<file path="config.mk">
export PLATFORM = sky130hd
export DESIGN_NAME = sipo_deserializer
export DESIGN_NICKNAME = d
export VERILOG_FILES = /design/src/rtl/sipo_deserializer_pkg.sv /design/src/rtl/sipo_deserializer.sv
export SDC_FILE = /design/constraint.sdc
export NUM_CORES = 1
export LEC_CHECK = 0
export CORE_ASPECT_RATIO = 0.8
export CORE_MARGIN = 2
export CORE_UTILIZATION = 25
export CTS_CLUSTER_DIAMETER = 120
export DETAILED_ROUTE_END_ITERATION = 16
export GPL_TIMING_DRIVEN = 1
export PLACE_DENSITY = 0.43
export SLEW_MARGIN = 20
export SYNTH_ARGS = -nofsm -noshare
export SYNTH_HDL_FRONTEND = slang
export SYNTH_SLANG_ARGS = --single-unit
</file>
<file path="constraint.sdc">
create_clock -name clk -period 3.9 [get_ports clk]
set_clock_uncertainty 0.05 [all_clocks]
set_input_delay 0.78 -clock clk [delete_from_list [all_inputs] [get_ports clk]]
set_output_delay 0.78 -clock clk [all_outputs]
set_load 0.005 [all_outputs]
</file>
<file path="src/rtl/sipo_deserializer_pkg.sv">
`default_nettype none
// ============================================================================
//  Module      : sipo_deserializer_pkg
//  Description : Shared definitions for the serial-in parallel-out receiver:
//                default word width, bit_count width helper and the serial
//                link bit-order constant used by both ends of the link.
//  Revision    : 1.0  initial release
// ============================================================================
package sipo_deserializer_pkg;

    // Default parallel word width.
    localparam int unsigned SIPO_DEFAULT_WIDTH = 8;

    // Serial-link bit order, shared with the transmit-side shifters.
    typedef enum logic {
        LSB_FIRST = 1'b0,
        MSB_FIRST = 1'b1
    } bit_order_e;

    localparam bit_order_e SIPO_BIT_ORDER = MSB_FIRST;

    // Width of the bit counter for a given word width. Never below one bit
    // so the port always has a legal range.
    function automatic int unsigned sipo_count_width(input int unsigned width);
        return (width < 2) ? 1 : $clog2(width);
    endfunction

endpackage : sipo_deserializer_pkg
`default_nettype wire

</file>
<file path="src/rtl/sipo_deserializer.sv">
`default_nettype none
// ============================================================================
//  Module      : sipo_deserializer
//  Description : Rebuilds WIDTH-bit words from a serial stream (MSB first),
//                sampled on a shift strobe. Completed words are placed in a
//                single-entry holding register with a valid/ready handshake;
//                a sticky overrun flag reports words dropped because the
//                holding register was still occupied.
//  Revision    : 1.0  initial release
//
//  Ports
//    clk        : clock, all state updates on the rising edge
//    reset      : synchronous active-high reset (highest priority)
//    shift      : capture serial_in this cycle
//    serial_in  : serial data, MSB of each word first
//    clear      : discard partial word and clear overrun
//    data_ready : consumer accepts data_out this cycle
//    data_out   : last completed word (holding register)
//    data_valid : data_out holds an unconsumed word
//    overrun    : sticky, a completed word was dropped
//    busy       : a partial word is in progress
//    bit_count  : bits captured into the current partial word
// ============================================================================
module sipo_deserializer
    import sipo_deserializer_pkg::*;
#(
    parameter int unsigned WIDTH = SIPO_DEFAULT_WIDTH
) (
    input  logic                                 clk,
    input  logic                                 reset,
    input  logic                                 shift,
    input  logic                                 serial_in,
    input  logic                                 clear,
    input  logic                                 data_ready,
    output logic [WIDTH-1:0]                     data_out,
    output logic                                 data_valid,
    output logic                                 overrun,
    output logic                                 busy,
    output logic [sipo_count_width(WIDTH)-1:0]   bit_count
);

    localparam int unsigned CW = sipo_count_width(WIDTH);
    localparam logic [CW-1:0] LAST_BIT = CW'(WIDTH - 1);

    // Only WIDTH-1 bits of history are ever needed: the final bit of a word
    // is taken straight from serial_in on the completion edge.
    logic [WIDTH-2:0] shift_reg;

    logic [WIDTH-1:0] assembled;
    logic             complete;
    logic             transfer;

    assign assembled = {shift_reg, serial_in};
    assign complete  = shift && !clear && (bit_count == LAST_BIT);
    assign transfer  = data_valid && data_ready;
    assign busy      = (bit_count != '0);

    // Capture path: partial word and bit counter.
    always_ff @(posedge clk) begin
        if (reset) begin
            shift_reg <= '0;
            bit_count <= '0;
        end else if (clear) begin
            // clear wins over shift; the bit offered this cycle is lost.
            shift_reg <= '0;
            bit_count <= '0;
        end else if (shift) begin
            shift_reg <= assembled[WIDTH-2:0];
            bit_count <= complete ? '0 : bit_count + CW'(1);
        end
    end

    // Holding register, handshake and overrun flag.
    always_ff @(posedge clk) begin
        if (reset) begin
            data_out   <= '0;
            data_valid <= 1'b0;
            overrun    <= 1'b0;
        end else begin
            if (complete) begin
                // A word leaving on this same edge frees the slot for the
                // new one, so back-to-back delivery needs no bubble.
                if (!data_valid || transfer) begin
                    data_out   <= assembled;
                    data_valid <= 1'b1;
                end
            end else if (transfer) begin
                data_valid <= 1'b0;
            end

            if (clear) begin
                overrun <= 1'b0;
            end else if (complete && data_valid && !transfer) begin
                overrun <= 1'b1;
            end
        end
    end

endmodule : sipo_deserializer
`default_nettype wire

</file>
Yosys cells after proc, flatten, opt, wreduce, memory -nomap -nowiden
Cells that the tools add are included.
{"block": "classes", "addsub": 1, "muxes": 4, "eq_ne": 2, "n_reduce_logical": 14}
{"cell": "logical AND 1 bit", "n": 5}
{"cell": "AND reduction 2 bit", "n": 2}
{"cell": "adder 3 x 1 -> 3 bit (second input constant)", "n": 1}
{"cell": "equality test 3 bit (second input constant)", "n": 1}
{"cell": "zero test 1 bit", "n": 3}
{"cell": "2-to-1 mux 1 bit", "n": 3}
{"cell": "2-to-1 mux 3 bit", "n": 1}
{"cell": "nonzero test 3 bit", "n": 1}
{"cell": "!= test 2 x 1 -> 1 bit (second input constant)", "n": 1}
{"cell": "nonzero test 2 bit", "n": 1}
{"cell": "OR reduction 2 bit", "n": 1}
{"cell": "logical OR 1 bit", "n": 1}
{"block": "word_totals", "elab_cells": 26, "reg_bits": 20, "out_inout_bits": 14, "input_bits": 6}

Depth between registers and ports, before layout
{"block": "depth", "depth_word": 5, "depth_mapped": 6, "depth_no_buf": 5}

Least setup slack after synthesis
Ideal clock, no wire load.
{"block": "synth_path", "path_kind": "reg2out", "start": "register bit_count[0]", "end": "output busy", "t_arrival_ns": 0.683, "path_stages_with_launch": 4, "slack_ns": 2.387, "cell_sequence": "dfxtp_1 -> inv_1 -> ha_1 -> nand2b_1"}
{"block": "synth_between", "elab_chain_len": 1}
{"element": "start: declaration", "line": "sipo_deserializer.sv:39", "text": "output logic [sipo_count_width(WIDTH)-1:0] bit_count"}
{"element": "start signal: assignment", "line": "sipo_deserializer.sv:69", "text": "bit_count <= complete ? '0 : bit_count + CW'(1);"}
{"element": "nonzero test 3 bit", "line": "sipo_deserializer.sv:56", "text": "assign busy = (bit_count != '0);"}
{"element": "end: declaration", "line": "sipo_deserializer.sv:38", "text": "output logic busy,"}
Every way passes these cells.

Worst setup path after layout
Ends and elaborated chain as after synthesis.

==> metrics <==
global-route wire length before repair 2642 um; Min Hold Slack 0.4269 ns; met3 WL 71 um; max-slew violation count 0; routability-driven placement congestion ratio 0.6395; routed wl met2 651 um; Final Cycle Share 58.97%; Worst Tran Pin Value 0.6740 ns; max reg flops 8; Max VDD drop 0.1235 mV; slowest CP cell clkdlybuf4s50_1; vias per std cell 4.041; vias in the first global route 549; CTS tree yes; global route total overflow 0; core box area 0.003447 mm2; pin count of the biggest net entering global routing 19; endpoints failing hold 0; CP Class flip-flop to primary output; leakage power 0.0004522 uW; syn_nets 92; Clock Tree Buf Depth 2; PwrDens 334.7 mW/mm2; post-synth top area cell dfxtp_1; crit path from bit_count[0]; multi-input combinational cell area 464.2 um2; Hold-fix buffers, CTS 0; Die Width 71.07 um; initial antenna violation count 0; total die area 0.004097 mm2; post_cts resized 0; total number of H-tree levels 1; unique cell type count in the Yosys netlist 20; hpwl dp 1134 um; Hold Crit Class flip-flop to flip-flop; highest routed metal layer met4; post-synthesis cell count 83; critical path's largest stage delay 0.49 ns; hold depth 1; root buf cell clkbuf_8; Max Cap Viol 0; crit path DAT 1.47 ns; syn avg cell area 10.84 um2; asr flop ratio synth 0%; Layout Area Growth over Synthesis 30.88%; YS warnings 0; Final setup viols 0; crit path time final 2.300 ns; post-CTS setup buffers 0; normalized max-slew margin 54.93%; clk slew on worst S/H paths 0.07 ns; DRC Markers 0; worst r2r path cells 5; Reg2Reg Setup Slack 2.32 ns; Non-Filler Instances 145; Seq. cell area 400.4 um2; height of the die 57.66 um; I/O Buffers 19; setup tns final 0 ns; crit-path cells inv_1, ha_1, nand2b_1, clkdlybuf4s50_1; fillers 349; startpoint class of the critical path flip-flop; Tot GR Track Use 8.571%; placed insts 141; WP buf/inv 2; WL final 1563 um; Max Freq 434.8 MHz; EDFF count, synth 0; Primary FF master, synth dfxtp_1; Synth area leaders dfxtp_1 (45%), mux2i_1 (19%), nand2b_1 (12%); CP max FO 5; Seq/Total Area, Yosys 44.51%; RSZ-0062 raised after global routing no; DR WL/cell 10.78 um; #FFs+latches synth 20; starting density of the core 26.10%; reg-to-reg critical path endpoint data_out[2]; CP delay by family, top buffers and inverters; area of the mapped netlist 899.6 um2; via count 586; crit path capture type primary output; # rows 19; CP Data Required Time 3.07 ns; fin area 0.001177 mm2; TritonCTS buffer count 3; I/O pin count 20; share of cells above drive strength 1 15.53%; worst r2r src bit_count[0]; area fraction of the dominant cell type after synthesis 44.51%; min-delay src overrun; placed cell areas 0.001122 mm2; post-route ant nets 0; Hold Path End overrun; worst skew pair latency 0.26 ns; Nets 113; clock tree sinks 20; ant diodes 0; status finished, final reports clean; total iterations of the first detailed-routing run 4; M1 WL 826 um; Iteration-0 DRC Markers 28
[Yosys cell counts, types with 2 or more instances]
cell type	number
nor2_2	6
nor2_1	5
nand2b_1	17
mux2i_1	17
inv_1	2
ha_1	3
dfxtp_1	20
[per-stage QoR]
step | total power (uW) | setup slack [ns] | utilization, %
final | 394.0 | 1.600 | 34.16
after global routing | 411.2 | 1.483 | 34.16
after CTS | 398.2 | 1.580 | 34.16
after detailed placement | 237.3 | 1.348 | 32.56
after global placement | 237.3 | 1.350 | 32.56
after floorplan | 226.1 | 2.387 | -
[how the worst max path moves through the flow]
stage / end / depth (start not counted)
after floorplan: busy / 3
after global placement: data_out[2] / 4
after detailed placement: data_out[1] / 4
after CTS: busy / 4
after global routing: busy / 4
final: busy / 4
[logic make-up (layout without fill, tap and decap cells)]
kind of cell / count (synthesis) / in the layout / synth area share [%]
and+or+nand+nor: 34 / 34 / 25.87
DFF: 20 / 20 / 44.51
muxes: 17 / 17 / 18.91
buffers and inverters: 6 / 26 / 3.894
adders and majority gates: 3 / 3 / 4.173
AOI/OAI and AO/OA: 3 / 3 / 2.642
[cells in the final DEF, fill, tap and decap left out]
| cell type | Yosys | layout |
|---|---|---|
| a21oi_1 | 1 | 1 |
| a21oi_2 | 1 | 1 |
| buf_4 | 0 | 1 |
| clkbuf_8 | 0 | 4 |
| clkdlybuf4s50_1 | 0 | 19 |
| dfxtp_1 | 20 | 20 |
| ha_1 | 3 | 3 |
| inv_1 | 2 | 2 |
| mux2i_1 | 17 | 17 |
| nand2b_1 | 17 | 17 |
| nand2b_2 | 1 | 1 |
| nand2b_4 | 1 | 1 |
| nand3b_1 | 1 | 1 |
| nand3b_4 | 1 | 1 |
| nor2_1 | 5 | 5 |
| nor2_2 | 6 | 6 |
| nor2b_4 | 1 | 1 |
| o21ba_1 | 1 | 1 |
| or2_1 | 1 | 1 |
[routing by layer]
layer,track usage [%],vias up
met5,0,-
met4,4.852,0
met3,2.783,2
met2,11.48,11
met1,12.08,261
li1,-,312
[worst register-to-register path, cell delays in order (launching register included)]
cell and delay, ns:
dfxtp_1 0.41, ha_1 0.18, ha_1 0.22, nand3b_4 0.11, nor2b_4 0.31, mux2i_1 0.23
[layout make-up]
| type | instances | area share [%] |
|---|---|---|
| Timing Repair Buffer | 20 | 16.79 |
| Clock buffer | 4 | 4.676 |
| Sequential cell | 20 | 34.01 |
| Tap cell | 42 | 4.463 |
| Multi-Input combinational cell | 57 | 39.43 |
| Inverter | 2 | 0.6376 |
[power breakdown]
group | internal (uW) | leakage [uW] | total (uW) | switching [uW]
Sequential | 205 | 0.000161 | 206 | 1.22
Combinational | 15.0 | 0.000262 | 25.6 | 10.6
Clock | 89.9 | 0.0000288 | 162 | 72.2
Note: power is estimated with default switching activity, not from simulation.
